`config.mk`:
```
export PLATFORM = sky130hd
export DESIGN_NAME = mips_cpu_multdiv_flat
export DESIGN_NICKNAME = d
export VERILOG_FILES = /design/src/rtl/mips_cpu_multdiv_if.sv /design/src/rtl/mips_cpu_multdiv.sv /design/src/flat_wrapper.sv
export SDC_FILE = /design/constraint.sdc
export NUM_CORES = 1
export LEC_CHECK = 0
export CELL_PAD_IN_SITES_DETAIL_PLACEMENT = 1
export CELL_PAD_IN_SITES_GLOBAL_PLACEMENT = 1
export CORE_MARGIN = 2
export CORE_UTILIZATION = 39
export DETAILED_ROUTE_END_ITERATION = 16
export PLACE_DENSITY_LB_ADDON = 0.1
export SYNTH_ARGS = -nofsm -noshare
export SYNTH_HDL_FRONTEND = slang
export SYNTH_SLANG_ARGS = --single-unit
```
`constraint.sdc`:
```
create_clock -name clk -period 3.25 [get_ports clk]
set_input_delay 0.65 -clock clk [delete_from_list [all_inputs] [get_ports clk]]
set_output_delay 0.65 -clock clk [all_outputs]
set_load 0.05 [all_outputs]
```
`src/rtl/mips_cpu_multdiv_if.sv`:
```
// Operand, control and result bundle between decode and mult/div unit.
// master = CPU decode side, slave = mips_cpu_multdiv.
interface mips_cpu_multdiv_if;
  logic        start;
  logic [1:0]  op;
  logic [31:0] a;
  logic [31:0] b;
  logic        write_hi;
  logic        write_lo;
  logic        busy;
  logic        done;
  logic        div_by_zero;
  logic [31:0] hi;
  logic [31:0] lo;

  modport master (
    output start, op, a, b, write_hi, write_lo,
    input  busy, done, div_by_zero, hi, lo
  );

  modport slave (
    input  start, op, a, b, write_hi, write_lo,
    output busy, done, div_by_zero, hi, lo
  );
endinterface

```
`src/rtl/mips_cpu_multdiv.sv`:
```
// Iterative shift-add multiplier / restoring divider owning HI/LO.
// Option: MIPS_CPU_MULTDIV_FAST_MULT_EN gives single-cycle multiplies.
module mips_cpu_multdiv (
  input  logic clk,
  input  logic reset,
  input  logic clk_enable,
  mips_cpu_multdiv_if.slave bus
);

  typedef enum logic [1:0] {
    IDLE = 2'd0,
    CALC = 2'd1,
    FIX  = 2'd2
  } state_e;

  state_e      state_q, state_d;
  logic [5:0]  cnt_q, cnt_d;
  logic [63:0] acc_q, acc_d;
  logic [31:0] dvs_q, dvs_d;
  logic [31:0] araw_q, araw_d;
  logic [1:0]  op_q, op_d;
  logic        neg_q, neg_d;
  logic        rneg_q, rneg_d;
  logic        dz_q, dz_d;
  logic [31:0] hi_q, hi_d;
  logic [31:0] lo_q, lo_d;
  logic        done_q, done_d;
  logic        dzf_q, dzf_d;

  logic        sgn;
  logic [31:0] a_abs;
  logic [31:0] b_abs;
  logic        b_zero;
  logic        calc_last;
  logic [32:0] msum;
  logic [32:0] dtop;
  logic [32:0] ddif;
  logic [63:0] prod;

  assign sgn    = bus.op[0];
  assign a_abs  = (sgn && bus.a[31]) ? -bus.a : bus.a;
  assign b_abs  = (sgn && bus.b[31]) ? -bus.b : bus.b;
  assign b_zero = (bus.b == 32'd0);

`ifdef MIPS_CPU_MULTDIV_FAST_MULT_EN
  assign calc_last = !op_q[1] || (cnt_q == 6'd31);
`else
  assign calc_last = (cnt_q == 6'd31);
`endif

  // State register
  always_ff @(posedge clk) begin
    if (reset) begin
      state_q <= IDLE;
    end else if (clk_enable) begin
      state_q <= state_d;
    end
  end

  // Next-state logic
  always_comb begin
    state_d = state_q;
    unique case (state_q)
      IDLE: begin
        if (bus.start) begin
          state_d = (bus.op[1] && b_zero) ? FIX : CALC;
        end
      end
      CALC: begin
        if (calc_last) begin
          state_d = FIX;
        end
      end
      FIX:     state_d = IDLE;
      default: state_d = IDLE;
    endcase
  end

  // Outputs decoded from state and result registers
  always_comb begin
    bus.busy        = (state_q != IDLE);
    bus.done        = done_q;
    bus.div_by_zero = dzf_q;
    bus.hi          = hi_q;
    bus.lo          = lo_q;
  end

  // Datapath: operand capture, iteration step, sign fix-up, MTHI/MTLO
  always_comb begin
    cnt_d  = cnt_q;
    acc_d  = acc_q;
    dvs_d  = dvs_q;
    araw_d = araw_q;
    op_d   = op_q;
    neg_d  = neg_q;
    rneg_d = rneg_q;
    dz_d   = dz_q;
    hi_d   = hi_q;
    lo_d   = lo_q;
    dzf_d  = dzf_q;
    done_d = (state_q == FIX);
    msum   = {1'b0, acc_q[63:32]} + (acc_q[0] ? {1'b0, dvs_q} : 33'd0);
    dtop   = acc_q[63:31];
    ddif   = dtop - {1'b0, dvs_q};
    prod   = neg_q ? -acc_q : acc_q;
    unique case (state_q)
      IDLE: begin
        if (bus.start) begin
          op_d   = bus.op;
          acc_d  = {32'd0, bus.op[1] ? a_abs : b_abs};
          dvs_d  = bus.op[1] ? b_abs : a_abs;
          neg_d  = sgn && (bus.a[31] ^ bus.b[31]);
          rneg_d = sgn && bus.a[31];
          dz_d   = bus.op[1] && b_zero;
          araw_d = bus.a;
          cnt_d  = 6'd0;
          dzf_d  = 1'b0;
        end else begin
          if (bus.write_hi) hi_d = bus.a;
          if (bus.write_lo) lo_d = bus.a;
        end
      end
      CALC: begin
        cnt_d = cnt_q + 6'd1;
        if (op_q[1]) begin
          if (!ddif[32]) begin
            acc_d = {ddif[31:0], acc_q[30:0], 1'b1};
          end else begin
            acc_d = {dtop[31:0], acc_q[30:0], 1'b0};
          end
        end else begin
`ifdef MIPS_CPU_MULTDIV_FAST_MULT_EN
          acc_d = {32'd0, dvs_q} * {32'd0, acc_q[31:0]};
`else
          acc_d = {msum, acc_q[31:1]};
`endif
        end
      end
      FIX: begin
        if (dz_q) begin
          hi_d  = araw_q;
          lo_d  = 32'hFFFF_FFFF;
          dzf_d = 1'b1;
        end else if (op_q[1]) begin
          lo_d = neg_q  ? -acc_q[31:0]  : acc_q[31:0];
          hi_d = rneg_q ? -acc_q[63:32] : acc_q[63:32];
        end else begin
          hi_d = prod[63:32];
          lo_d = prod[31:0];
        end
      end
      default: ;
    endcase
  end

  // Datapath and result registers
  always_ff @(posedge clk) begin
    if (reset) begin
      cnt_q  <= 6'd0;
      acc_q  <= 64'd0;
      dvs_q  <= 32'd0;
      araw_q <= 32'd0;
      op_q   <= 2'd0;
      neg_q  <= 1'b0;
      rneg_q <= 1'b0;
      dz_q   <= 1'b0;
      hi_q   <= 32'd0;
      lo_q   <= 32'd0;
      done_q <= 1'b0;
      dzf_q  <= 1'b0;
    end else if (clk_enable) begin
      cnt_q  <= cnt_d;
      acc_q  <= acc_d;
      dvs_q  <= dvs_d;
      araw_q <= araw_d;
      op_q   <= op_d;
      neg_q  <= neg_d;
      rneg_q <= rneg_d;
      dz_q   <= dz_d;
      hi_q   <= hi_d;
      lo_q   <= lo_d;
      done_q <= done_d;
      dzf_q  <= dzf_d;
    end
  end

endmodule

```
`src/flat_wrapper.sv`:
```
// flat-port wrapper written by rule: the top's interface ports become plain ports
module mips_cpu_multdiv_flat 
  (clk, reset, clk_enable, bus_start, bus_op, bus_a, bus_b, bus_write_hi, bus_write_lo, bus_busy, bus_done, bus_div_by_zero, bus_hi, bus_lo);
  mips_cpu_multdiv_if bus_i ();
  input  logic clk;
  input  logic reset;
  input  logic clk_enable;
  input wire logic [$bits(bus_i.start)-1:0] bus_start;
  input wire logic [$bits(bus_i.op)-1:0] bus_op;
  input wire logic [$bits(bus_i.a)-1:0] bus_a;
  input wire logic [$bits(bus_i.b)-1:0] bus_b;
  input wire logic [$bits(bus_i.write_hi)-1:0] bus_write_hi;
  input wire logic [$bits(bus_i.write_lo)-1:0] bus_write_lo;
  output wire logic [$bits(bus_i.busy)-1:0] bus_busy;
  output wire logic [$bits(bus_i.done)-1:0] bus_done;
  output wire logic [$bits(bus_i.div_by_zero)-1:0] bus_div_by_zero;
  output wire logic [$bits(bus_i.hi)-1:0] bus_hi;
  output wire logic [$bits(bus_i.lo)-1:0] bus_lo;
  assign bus_i.start = bus_start;
  assign bus_i.op = bus_op;
  assign bus_i.a = bus_a;
  assign bus_i.b = bus_b;
  assign bus_i.write_hi = bus_write_hi;
  assign bus_i.write_lo = bus_write_lo;
  assign bus_busy = bus_i.busy;
  assign bus_done = bus_i.done;
  assign bus_div_by_zero = bus_i.div_by_zero;
  assign bus_hi = bus_i.hi;
  assign bus_lo = bus_i.lo;
  mips_cpu_multdiv u_core (.clk(clk), .reset(reset), .clk_enable(clk_enable), .bus(bus_i));
endmodule
```
==> flow_metrics.py <==
metrics = {
    "status": {
        "status": "completed",
    },
    "floorplan": {
        "die_w_um": 208,
        "initial_core_util_pct": 39.6,
        "die_area_mm2": 0.0432,
        "core_area_mm2": 0.0409,
        "io_pins": 139,
        "rows": 74,
        "die_h_um": 208,
    },
    "worst_setup_path": {
        "startpoint_type": "flip-flop",
        "critPathArrivalTime_ns": 3.63,
        "path_class": "flip-flop to flip-flop",
        "end_kind": "flip-flop",
        "cp_max_fo": 4,
        "cp.required_ns": 3.70,
    },
    "job": {
        "maxCapViolations": 0,
    },
    "power": {
        "p_leak_uw": 0.00867,
        "max-vdd-ir-drop_mv": 0.356,
        "design_power_total_uw": 8030,
        "cellPowerDensity_mw_per_mm2": 374,
    },
    "routing": {
        "vias": 18900,
        "via_per_inst": 6.03,
        "postRouteAntennaNets": 0,
        "drtIter0Drc": 1199,
        "drcViolationCount": 0,
        "drt-pass1-iter-count": 8,
        "wirelength_um": 78100,
        "routedWlPerCell_um": 24.9,
    },
    "yosys": {
        "ys_seq_elements": 206,
        "synth_area_leaders": "dfxtp_1 25%, a21oi_1 7.4%, nand2_1 6.6%, nor2_1 5.4%, ha_1 5.3%",
        "ys_top_cells_by_count": "286 x nand2_1, 239 x a21oi_1, 235 x nor2_1",
        "netlist_area_mm2": 0.0162,
        "ys.flop_type": "dfxtp_1",
        "syn_inst": 2249,
        "yosysTopAreaCellShare_pct": 25.4,
        "synth_area_per_cell_um2": 7.21,
        "synth.distinct_cells": 78,
        "async_flop_share_pct": 0,
        "synth_fp_nets": 2392,
        "yosysTopAreaCell": "dfxtp_1",
        "yosysWarnings": 0,
        "synthMostInstantiatedCell": "nand2_1",
        "synth-seq-area-share_pct": 25.4,
        "synth-edff-count": 0,
    },
    "cts": {
        "clock_sinks": 206,
        "clk_pin_slew_ns": 0.06,
        "htreeDepth": 1,
        "cts_made_buffers": 27,
        "clockBufferDepth": 3,
        "worstSkewPairLatency_ns": 0.56,
        "holdBufCountCts": 0,
        "cts_tree": "yes",
        "cts_root_buf": "clkbuf_16",
    },
    "finish": {
        "nFillCells": 5114,
        "antenna_cells": 0,
        "layout-drive-gt1-share_pct": 18.1,
        "final_nets": 2732,
        "syn2layout_area_growth_pct": 32.3,
        "finalNonFillerCells": 3139,
    },
    "grt": {
        "grt_pass1_wl_um": 117000,
        "grt_overflow": 0,
        "grt_pass1_vias": 19300,
        "grt_usage_pct": 34.9,
        "antenna_found_initial": 1,
        "grt_max_degree": 68,
    },
    "timing": {
        "layout_min_cycle_time_ns": 3.19,
        "finalCritPeriodShare_pct": 98.0,
        "relSlewSlack_pct": 9.78,
        "setup_viol": 0,
        "tightestPinTransition_ns": 1.35,
        "finClkSkew_ns": 0.0165,
        "finalSetupTns_ns": 0,
        "rsz0062_at_grt": "yes",
        "slew_viol_final": 0,
        "hold_ws_ns": 0.454,
        "hold_viol_final": 0,
        "fmax_mhz": 314,
    },
    "placed_design": {
        "port_buffers": 138,
        "place_congestion": 0.929,
        "dp.cells": 3083,
        "dp_hpwl_um": 61600,
    },
    "worst_hold_path": {
        "hp-class": "flip-flop to flip-flop",
    },
}
==> flip-flops by register name (all words and copies together) (netlist names), 2 cells and up <==
signal	count
u_core.bus.lo	32
u_core.cnt_q	6
u_core.dvs_q	32
u_core.araw_q	32
u_core.bus.hi	32
u_core.state_q	2
u_core.acc_q	64
==> worst paths after layout <==
kind / to / startpoint / slack (ns) / depth (start not counted)
worst max-delay path: u_core.acc_q[49] / u_core.dvs_q[0] / 0.06 / 15
worst max register to register: u_core.acc_q[49] / u_core.dvs_q[0] / 0.06 / 15
worst min register to register: u_core.bus.hi[26] / u_core.bus.hi[26] / 0.45 / 2
worst min-delay path: u_core.bus.hi[26] / u_core.bus.hi[26] / 0.45 / 2
==> layer usage <==
layer / global-route usage, % / vias to the layer above / share of wire (%)
met3: 4.72 / 155 / 6.0
met1: 44.2 / 9430 / 42
met5: 0 / - / 0
met2: 59.8 / 572 / 48
met4: 13.8 / 0 / 4.4
li1: - / 8779 / -
==> area by class of cell <==
| cell class | count | area (um2) | share of cell area, % |
|---|---|---|---|
| clock buffer | 38 | 747 | 3.48 |
| clock inverter | 9 | 88.8 | 0.414 |
| inverter | 64 | 240 | 1.12 |
| multi-input combinational | 1819 | 11600 | 54.1 |
| sequential | 206 | 4130 | 19.2 |
| tap | 532 | 666 | 3.10 |
| timing repair buffer | 471 | 3980 | 18.5 |
==> power by group <==
| group | total (uW) | internal (uW) | switching (uW) |
|---|---|---|---|
| clock network | 2940 | 1680 | 1260 |
| logic | 2350 | 910 | 1440 |
| registers | 2740 | 2650 | 98.9 |
| total | 8030 | 5230 | 2800 |
==> what timing repair did <==
action / CTS / global route
buffers inserted: 3 / 6
pin swaps: 3 / 28
setup endpoints to repair: 20 / 40
resized for setup: 20 / 55
==> layout by cell type, fill, tap and decap left out, drive strengths merged, types with 15 or more instances in the layout <==
master,n
clkbuf,38
nand4,15
nand2,286
a21o,32
or3,16
o22ai,15
or4,16
mux2i,51
nor3,64
o31ai,25
o221ai,31
xor2,90
clkdlybuf4s50,136
nand2b,26
xnor2,87
nor2,237
a211oi,53
a31oi,29
buf,335
inv,64
nor4,22
o21ai,143
ha,69
nor2b,15
nand3,41
a21oi,240
o211ai,46
dfxtp,206
==> critical path, stage by stage, from the launching register on <==
cell and delay (ns):
dfxtp_1 0.42, and2_4 0.18, ha_2 0.19, inv_1 0.06, fa_2 0.37, nand2b_4 0.16, a211oi_2 0.21, buf_4 0.16
o311a_4 0.18, buf_6 0.11, o211ai_1 0.11, a21oi_1 0.19, buf_4 0.18, a31oi_4 0.10, xnor2_2 0.14, a221o_1 0.31
==> through the flow <==
stage                     instance area, um2  setup WS (ns)  utilization (%)
final                                  21500         0.0643             52.4
after floorplan                        16200         0.0524                -
after detailed placement               20200         -0.312             49.3
after CTS                              21100        -0.0383             51.6
after global placement                 20200         -0.200             49.3
after global routing                   21500        -0.0249             52.4
==> cell families after synthesis <==
logic type               count (synthesis)  share of synthesized area, %
AND/OR/NAND/NOR                        791                          22.2
AO/OA/AOI/OAI                          723                          28.4
buffers and inverters                  224                          5.32
flip-flops                             206                          25.4
XOR/XNOR                               177                          9.56
adder cells (fa/ha/maj)                 71                          5.57
multiplexers                            57                          3.56
Note: power is estimated with default switching activity, not from simulation.
